[config.mk]
export PLATFORM = sky130hd
export DESIGN_NAME = input_cmd_gen_flat
export DESIGN_NICKNAME = d
export VERILOG_FILES = /design/src/rtl/input_cmd_gen_if.sv /design/src/rtl/input_cmd_gen.sv /design/src/flat_wrapper.sv
export SDC_FILE = /design/constraint.sdc
export NUM_CORES = 1
export LEC_CHECK = 0
export BUFFER_PORTS_ARGS = -buffer_cell sky130_fd_sc_hd__buf_2
export CORE_ASPECT_RATIO = 0.6
export CORE_MARGIN = 2
export CORE_UTILIZATION = 30
export DETAILED_ROUTE_END_ITERATION = 8
export PLACE_DENSITY = 0.57
export SYNTH_ARGS = -nofsm -noshare
export SYNTH_HDL_FRONTEND = slang
export SYNTH_SLANG_ARGS = --single-unit
export TNS_END_PERCENT = 50
[constraint.sdc]
create_clock -name clka -period 1.25 [get_ports clka]
set_input_delay 0.3125 -clock clka [delete_from_list [all_inputs] [get_ports clka]]
set_output_delay 0.3125 -clock clka [all_outputs]
set_load 0.02 [all_outputs]
[src/rtl/input_cmd_gen_if.sv]
// Button and command bundle between the I/O pads, the
// command generator and the piece-move step.
interface input_cmd_gen_if;
  logic btn_left;
  logic btn_right;
  logic btn_rotate;
  logic move_ack;
  logic left;
  logic right;
  logic rotate;
  logic overrun;

  modport master (
    output btn_left,
    output btn_right,
    output btn_rotate,
    output move_ack,
    input  left,
    input  right,
    input  rotate,
    input  overrun
  );

  modport slave (
    input  btn_left,
    input  btn_right,
    input  btn_rotate,
    input  move_ack,
    output left,
    output right,
    output rotate,
    output overrun
  );
endinterface

[src/rtl/input_cmd_gen.sv]
// Button sync/debounce/edge-detect and one-deep command latch.
// AUTO_REPEAT_EN adds held-button auto-repeat for left/right.
module input_cmd_gen #(
  parameter int DEBOUNCE_CYCLES = 16,
  parameter int DEBOUNCE_W      = 5,
  parameter int REPEAT_DELAY    = 48,
  parameter int REPEAT_RATE     = 12,
  parameter int REPEAT_W        = 6
) (
  input logic           clka,
  input logic           restart_n,
  input_cmd_gen_if.slave io
);

  typedef enum logic {IDLE, PEND} state_e;

  localparam logic [DEBOUNCE_W-1:0] DB_LAST =
    DEBOUNCE_W'(DEBOUNCE_CYCLES - 1);

  // bit 2 = left, bit 1 = right, bit 0 = rotate
  logic [2:0] raw;
  logic [2:0] s1_q, s2_q;
  logic [2:0] stable_q, stable_d;
  logic [2:0] ev_q, ev_d;
  logic [2:0][DEBOUNCE_W-1:0] cnt_q, cnt_d;

  logic [2:0] ev_all;
  logic       real_ev;
  logic [2:0] win;
  logic [2:0] cmd_q, cmd_d;
  logic       ovr_q, ovr_d;
  state_e     state_q, state_d;

  assign raw = {io.btn_left, io.btn_right, io.btn_rotate};

  function automatic logic [2:0] pick(input logic [2:0] e);
    priority case (1'b1)
      e[2]:    return 3'b100;
      e[1]:    return 3'b010;
      e[0]:    return 3'b001;
      default: return 3'b000;
    endcase
  endfunction

  // two-flop synchroniser for the asynchronous buttons
  always_ff @(posedge clka or negedge restart_n) begin
    if (!restart_n) begin
      s1_q <= '0;
      s2_q <= '0;
    end else begin
      s1_q <= raw;
      s2_q <= s1_q;
    end
  end

  // debounce counters, stable levels and press pulses
  always_comb begin
    stable_d = stable_q;
    cnt_d    = cnt_q;
    for (int i = 0; i < 3; i++) begin
      if (s2_q[i] == stable_q[i]) begin
        cnt_d[i] = '0;
      end else if (cnt_q[i] == DB_LAST) begin
        cnt_d[i]    = '0;
        stable_d[i] = s2_q[i];
      end else begin
        cnt_d[i] = cnt_q[i] + 1'b1;
      end
    end
    ev_d = stable_d & ~stable_q;
  end

  // debounce state registers
  always_ff @(posedge clka or negedge restart_n) begin
    if (!restart_n) begin
      stable_q <= '0;
      cnt_q    <= '0;
      ev_q     <= '0;
    end else begin
      stable_q <= stable_d;
      cnt_q    <= cnt_d;
      ev_q     <= ev_d;
    end
  end

`ifdef AUTO_REPEAT_EN
  // {left,right} direction being repeated; 0 = none
  logic [1:0]          rdir_q, rdir_d;
  logic [REPEAT_W-1:0] rcnt_q, rcnt_d;
  logic                rfirst_q, rfirst_d;
  logic                rpt_on;
  logic                rpt_hit;
  logic [2:0]          syn;
  logic [2:0]          real_win;

  // repeat timer: armed by a real press, dropped on release
  always_comb begin
    real_win = pick(ev_q);
    rpt_on   = |(rdir_q & stable_q[2:1]);
    rpt_hit  = rpt_on &&
      (rcnt_q == (rfirst_q ? REPEAT_W'(REPEAT_DELAY)
                           : REPEAT_W'(REPEAT_RATE)));
    syn      = rpt_hit ? {rdir_q, 1'b0} : 3'b000;
    rdir_d   = rdir_q;
    rcnt_d   = rcnt_q;
    rfirst_d = rfirst_q;
    if (|real_win) begin
      rdir_d   = real_win[2:1];
      rcnt_d   = REPEAT_W'(1);
      rfirst_d = 1'b1;
    end else if (!rpt_on) begin
      rdir_d   = '0;
      rcnt_d   = '0;
      rfirst_d = 1'b0;
    end else if (rpt_hit) begin
      rcnt_d   = REPEAT_W'(1);
      rfirst_d = 1'b0;
    end else begin
      rcnt_d = rcnt_q + 1'b1;
    end
  end

  // repeat timer registers
  always_ff @(posedge clka or negedge restart_n) begin
    if (!restart_n) begin
      rdir_q   <= '0;
      rcnt_q   <= '0;
      rfirst_q <= 1'b0;
    end else begin
      rdir_q   <= rdir_d;
      rcnt_q   <= rcnt_d;
      rfirst_q <= rfirst_d;
    end
  end

  assign ev_all  = ev_q | syn;
  assign real_ev = |ev_q;
`else
  assign ev_all  = ev_q;
  assign real_ev = |ev_q;
`endif

  // command latch: next state, pending command and overrun
  always_comb begin
    state_d = state_q;
    cmd_d   = cmd_q;
    ovr_d   = 1'b0;
    win     = pick(ev_all);
    unique case (state_q)
      IDLE: begin
        if (|win) begin
          cmd_d   = win;
          state_d = PEND;
        end
      end
      PEND: begin
        if (io.move_ack) begin
          cmd_d   = win;
          state_d = (|win) ? PEND : IDLE;
        end else if (|ev_all) begin
          ovr_d = real_ev;
        end
      end
    endcase
  end

  // command latch registers
  always_ff @(posedge clka or negedge restart_n) begin
    if (!restart_n) begin
      state_q <= IDLE;
      cmd_q   <= '0;
      ovr_q   <= 1'b0;
    end else begin
      state_q <= state_d;
      cmd_q   <= cmd_d;
      ovr_q   <= ovr_d;
    end
  end

  assign io.left    = cmd_q[2];
  assign io.right   = cmd_q[1];
  assign io.rotate  = cmd_q[0];
  assign io.overrun = ovr_q;

endmodule

[src/flat_wrapper.sv]
// flat-port wrapper written by rule: the top's interface ports become plain ports
module input_cmd_gen_flat 
#(
  parameter int DEBOUNCE_CYCLES = 16,
  parameter int DEBOUNCE_W      = 5,
  parameter int REPEAT_DELAY    = 48,
  parameter int REPEAT_RATE     = 12,
  parameter int REPEAT_W        = 6
)
  (clka, restart_n, io_btn_left, io_btn_right, io_btn_rotate, io_move_ack, io_left, io_right, io_rotate, io_overrun);
  input_cmd_gen_if io_i ();
  input logic clka;
  input logic restart_n;
  input wire logic [$bits(io_i.btn_left)-1:0] io_btn_left;
  input wire logic [$bits(io_i.btn_right)-1:0] io_btn_right;
  input wire logic [$bits(io_i.btn_rotate)-1:0] io_btn_rotate;
  input wire logic [$bits(io_i.move_ack)-1:0] io_move_ack;
  output wire logic [$bits(io_i.left)-1:0] io_left;
  output wire logic [$bits(io_i.right)-1:0] io_right;
  output wire logic [$bits(io_i.rotate)-1:0] io_rotate;
  output wire logic [$bits(io_i.overrun)-1:0] io_overrun;
  assign io_i.btn_left = io_btn_left;
  assign io_i.btn_right = io_btn_right;
  assign io_i.btn_rotate = io_btn_rotate;
  assign io_i.move_ack = io_move_ack;
  assign io_left = io_i.left;
  assign io_right = io_i.right;
  assign io_rotate = io_i.rotate;
  assign io_overrun = io_i.overrun;
  input_cmd_gen #(.DEBOUNCE_CYCLES(DEBOUNCE_CYCLES), .DEBOUNCE_W(DEBOUNCE_W), .REPEAT_DELAY(REPEAT_DELAY), .REPEAT_RATE(REPEAT_RATE), .REPEAT_W(REPEAT_W)) u_core (.clka(clka), .restart_n(restart_n), .io(io_i));
endmodule
==> results.md <==
- The flow ran to the end, and the final reports show no timing, DRC or antenna violations.
- The floorplan step defined a die boundary enclosing 4630 um2.
- The hold violation count in the final report is 0.
- The violation count after the first detailed-route iteration is 32.
- The TritonCTS clock tree is built.
- The synthesized netlist occupies a cell area of 1230 um2.
- The starting density of the core is 32.4%.
- Once detail routing completed, the nets flagged for antenna violations numbered 0.
- A synthesized cell averages 13.0 um2.
- In this run the most critical hold path is launched from io_btn_rotate.
- The root buffer cell is sky130_fd_sc_hd__clkbuf_8.
- The class of the tightest hold or removal check is in -> reg.
- Summed over all cells, the static leakage comes to 0.750 nW.
- The number of nets in the layout is 126.
- The compound-gate portion of the synthesized area is 5.61%.
- The shortest clock period the worst path allows after layout is 1.23 ns.
- After detailed routing, the number of vias per cell comes to 4.46.
- Entering global routing, the biggest net connects 21 pins.
- The number of iterations in the first detailed-routing pass is 4.
- The multiplexer area fraction after synthesis is 2.76%.
- The synthesized design contains 32 register bits.
- Power spread over the standard cell area amounts to 1270 nW/um2.
- The die is 86.5 um wide.
- Summed over all layers, the routed wires come to 2.03 mm.
- IR analysis of the VDD net gives a maximum drop of 0.000481 V.
- The total negative slack for setup checks is 0 ns.
- The startpoint type of the worst setup path is a flop.
- Clock tree synthesis found a total of 32 sinks.
- The count of antenna diodes in the layout is 0.
- The total setup violations reported at the end of the flow is 0.
- The number of library cell types mapped by synthesis is 21.
- The finished layout holds 164 standard cells, fillers aside.
- The slowest library cell on the worst path is sky130_fd_sc_hd__dfrtp_1.
- The final clock period utilization by the worst path is 98.2%.
- The cell row count is 17.
- Of all nets on the critical path, the largest fanout is 4.
- The maximum clock frequency is 0.815 GHz.
- The required time reported for the critical path endpoint is 1.40 ns.
- The worst setup path is captured at a flop.
- The transition at the pin with the smallest max-transition slack is 0.335 ns.
- Of the synthesized area, sequential elements account for 65.3%.
- The launching instance or port of the critical path is u_core.cnt_q[10].
- The post-synthesis share of cell area spent on and, or, nand and nor gates is 14.7%.
- The cell area after layout is 1540 um2.
- The number of buffers between clock root and the deepest sink is 2.
- Across the run, the number of max-cap violations was 0.
- The number of antenna violations at the first check in global routing is 0.
- The signal on the critical path passes through ha_4 -> nand3_4 -> nor2_2 -> mux2_2.
- Clock-pin slew was measured on the worst setup and hold paths at 0.06 ns.
- The wire length of the first global-routing pass is 3.07 mm.
- The residual overflow from global routing is 0.
- For this run, the number of Yosys warnings is 0.
- In the final layout, the share of cells above drive strength 1 is 32.5%.
- The synthesized instance count is 94.
- The largest clock skew in the final design is 0.00780 ns.
- The net count after synthesis is 103.
- In this run the count of I/O pins placed on the die edge is 10.
- Detailed placement finished with a half-perimeter wire length of 1.29 mm.
- The launch point of the worst reg-to-reg path is u_core.cnt_q[10].
- The clock insertion delay at the later pin of the skew report is 0.27 ns.
- The total area inside the core boundary comes to 3790 um2.
- The die boundary height is 53.5 um.
- On the worst path, the slowest cell contributes a delay of 0.41 ns.
- The area after detailed placement is 1350 um2.
- The number of remaining DRC errors is 0.
- The number of global-route vias before repair came to 693.
- The count of pins over their slew limit came to 0.
- The total global routing track utilization is 9.09%.
- The area growth from synthesis to layout is 25.2%.
- The parity-gate share of the synthesized area counting xor and xnor cells is 6.43%.
- The count of buffers added on input and output ports is 9.
- The weighted congestion reported at the end of routability-driven placement is 0.706.
- The maximum level of the CTS H-tree is 2.
- The top flip-flop cell by instance count after synthesis is sky130_fd_sc_hd__dfrtp_1.
- The final routed wire length divided by cell count is 12.4 um.
- The count of placed standard cells including taps is 151.
- The total vias in the final route is 731.
- By area, the combinational part of the netlist is dominated by simple AND/OR/NAND/NOR gates.
- In this run the tightest slew margin relative to its limit is 77.4%.
- Counting flops with a built-in enable in the synthesized netlist gives 0.
- For the worst setup path, the data arrival time is 1.38 ns.
- The share of synthesized registers carrying an async set or reset is 100%.
- Of the total synthesized cell area, the portion taken by full adders, half adders and majority gates is 3.06%.
- The total CTS buffers is 5.
- The type of the worst setup path is reg -> reg.
==> repair_timing <==
item	in CTS	in global routing
resized for setup	1	12
setup buffers	0	5
hold buffers	1	0
endpoints found under the setup margin	1	9
pin swaps	0	3
endpoints found under the hold margin	12	0
==> sequential cells by signal, indices dropped and copies added (netlist names) <==
| name | cells |
|---|---|
| u_core.io.overrun | 1 |
| u_core.cnt_q | 15 |
| u_core.cmd_q | 3 |
| u_core.state_q | 1 |
| u_core.s1_q | 3 |
| u_core.stable_q | 3 |
| u_core.s2_q | 3 |
| u_core.ev_all | 3 |
==> stage by stage <==
stage               utilization (%)  worst slack, ns  power, mW  hold slack, ns
floorplan                         -           0.0718       1.15          0.0169
global placement               35.6           0.0300       1.20           0.225
detailed placement             35.6         0.000172       1.20           0.228
CTS                            37.9          0.00163       1.94           0.137
global route                   40.5          -0.0220       2.04           0.131
finish                         40.5           0.0227       1.95           0.147
==> cells in the mapped netlist (2+ instances only) <==
| master | number | area, um2 |
|---|---|---|
| sky130_fd_sc_hd__and2_1 | 3 | 18.8 |
| sky130_fd_sc_hd__and3_1 | 3 | 18.8 |
| sky130_fd_sc_hd__dfrtp_1 | 32 | 801 |
| sky130_fd_sc_hd__ha_1 | 3 | 37.5 |
| sky130_fd_sc_hd__inv_1 | 4 | 15.0 |
| sky130_fd_sc_hd__mux2_2 | 3 | 33.8 |
| sky130_fd_sc_hd__nand3_1 | 3 | 15.0 |
| sky130_fd_sc_hd__nand3_2 | 3 | 30.0 |
| sky130_fd_sc_hd__nor2_1 | 15 | 56.3 |
| sky130_fd_sc_hd__nor4b_1 | 3 | 26.3 |
| sky130_fd_sc_hd__o21ai_1 | 3 | 15.0 |
| sky130_fd_sc_hd__o31ai_1 | 2 | 15.0 |
| sky130_fd_sc_hd__xor2_1 | 9 | 78.8 |
==> critical path, delay by kind of cell, from the launching register on <==
family / cells / cell delay, ns
adders and majority gates: 1 / 0.18
DFF: 1 / 0.41
muxes: 1 / 0.33
and+or+nand+nor: 2 / 0.19
==> power breakdown <==
| group | internal, mW | switching [mW] | total [mW] |
|---|---|---|---|
| Clock | 0.378 | 0.344 | 0.722 |
| Sequential | 1.07 | 0.0314 | 1.10 |
| Combinational | 0.0663 | 0.0591 | 0.125 |
| Total | 1.51 | 0.435 | 1.95 |
==> placed cells by master (no fill, tap or decap), drive strengths merged, types with 2 or more instances in the layout <==
cell type,count
o21ai,3
buf,16
ha,3
dfrtp,32
xor2,9
and2,3
nand3,6
inv,4
nor2,15
clkbuf,6
nor4b,3
and3,3
mux2,3
o31ai,2
==> cells by family (layout without fill, tap and decap cells) <==
kind of cell | count (synthesis) | in the layout
flops | 32 | 32
simple gates | 33 | 33
compound gates | 9 | 9
buf+inv | 5 | 28
fa+ha+maj | 3 | 3
xor+xnor | 9 | 9
mux | 3 | 3
==> per-layer routing <==
metal,GRT usage [%],vias to the layer above,share of wire [%]
met2,12.9,11,47
met4,3.13,0,0.39
met3,4.68,2,5.2
met5,0,-,0
met1,11.9,356,48
li1,-,362,-
==> final timing paths <==
path	to	slack, ns	cells after the start
max	u_core.stable_q[2]	0.02	4
min	u_core.s1_q[0]	0.15	1
max reg2reg	u_core.stable_q[2]	0.02	4
min reg2reg	u_core.s2_q[0]	0.34	0
max in group asynchronous	u_core.ev_all[2]	0.38	3
min in group asynchronous	u_core.cnt_q[8]	0.46	2
==> cell type report <==
type | instances | area [um2]
clock buffers | 6 | 72.6
clock inverters | 1 | 5.00
fillers | 367 | 2250
inverters | 4 | 15.0
multi-input cells | 57 | 463
flip-flops and latches | 32 | 801
well taps | 47 | 58.8
repair buffers | 17 | 120
(Power assumes the default switching activity.)
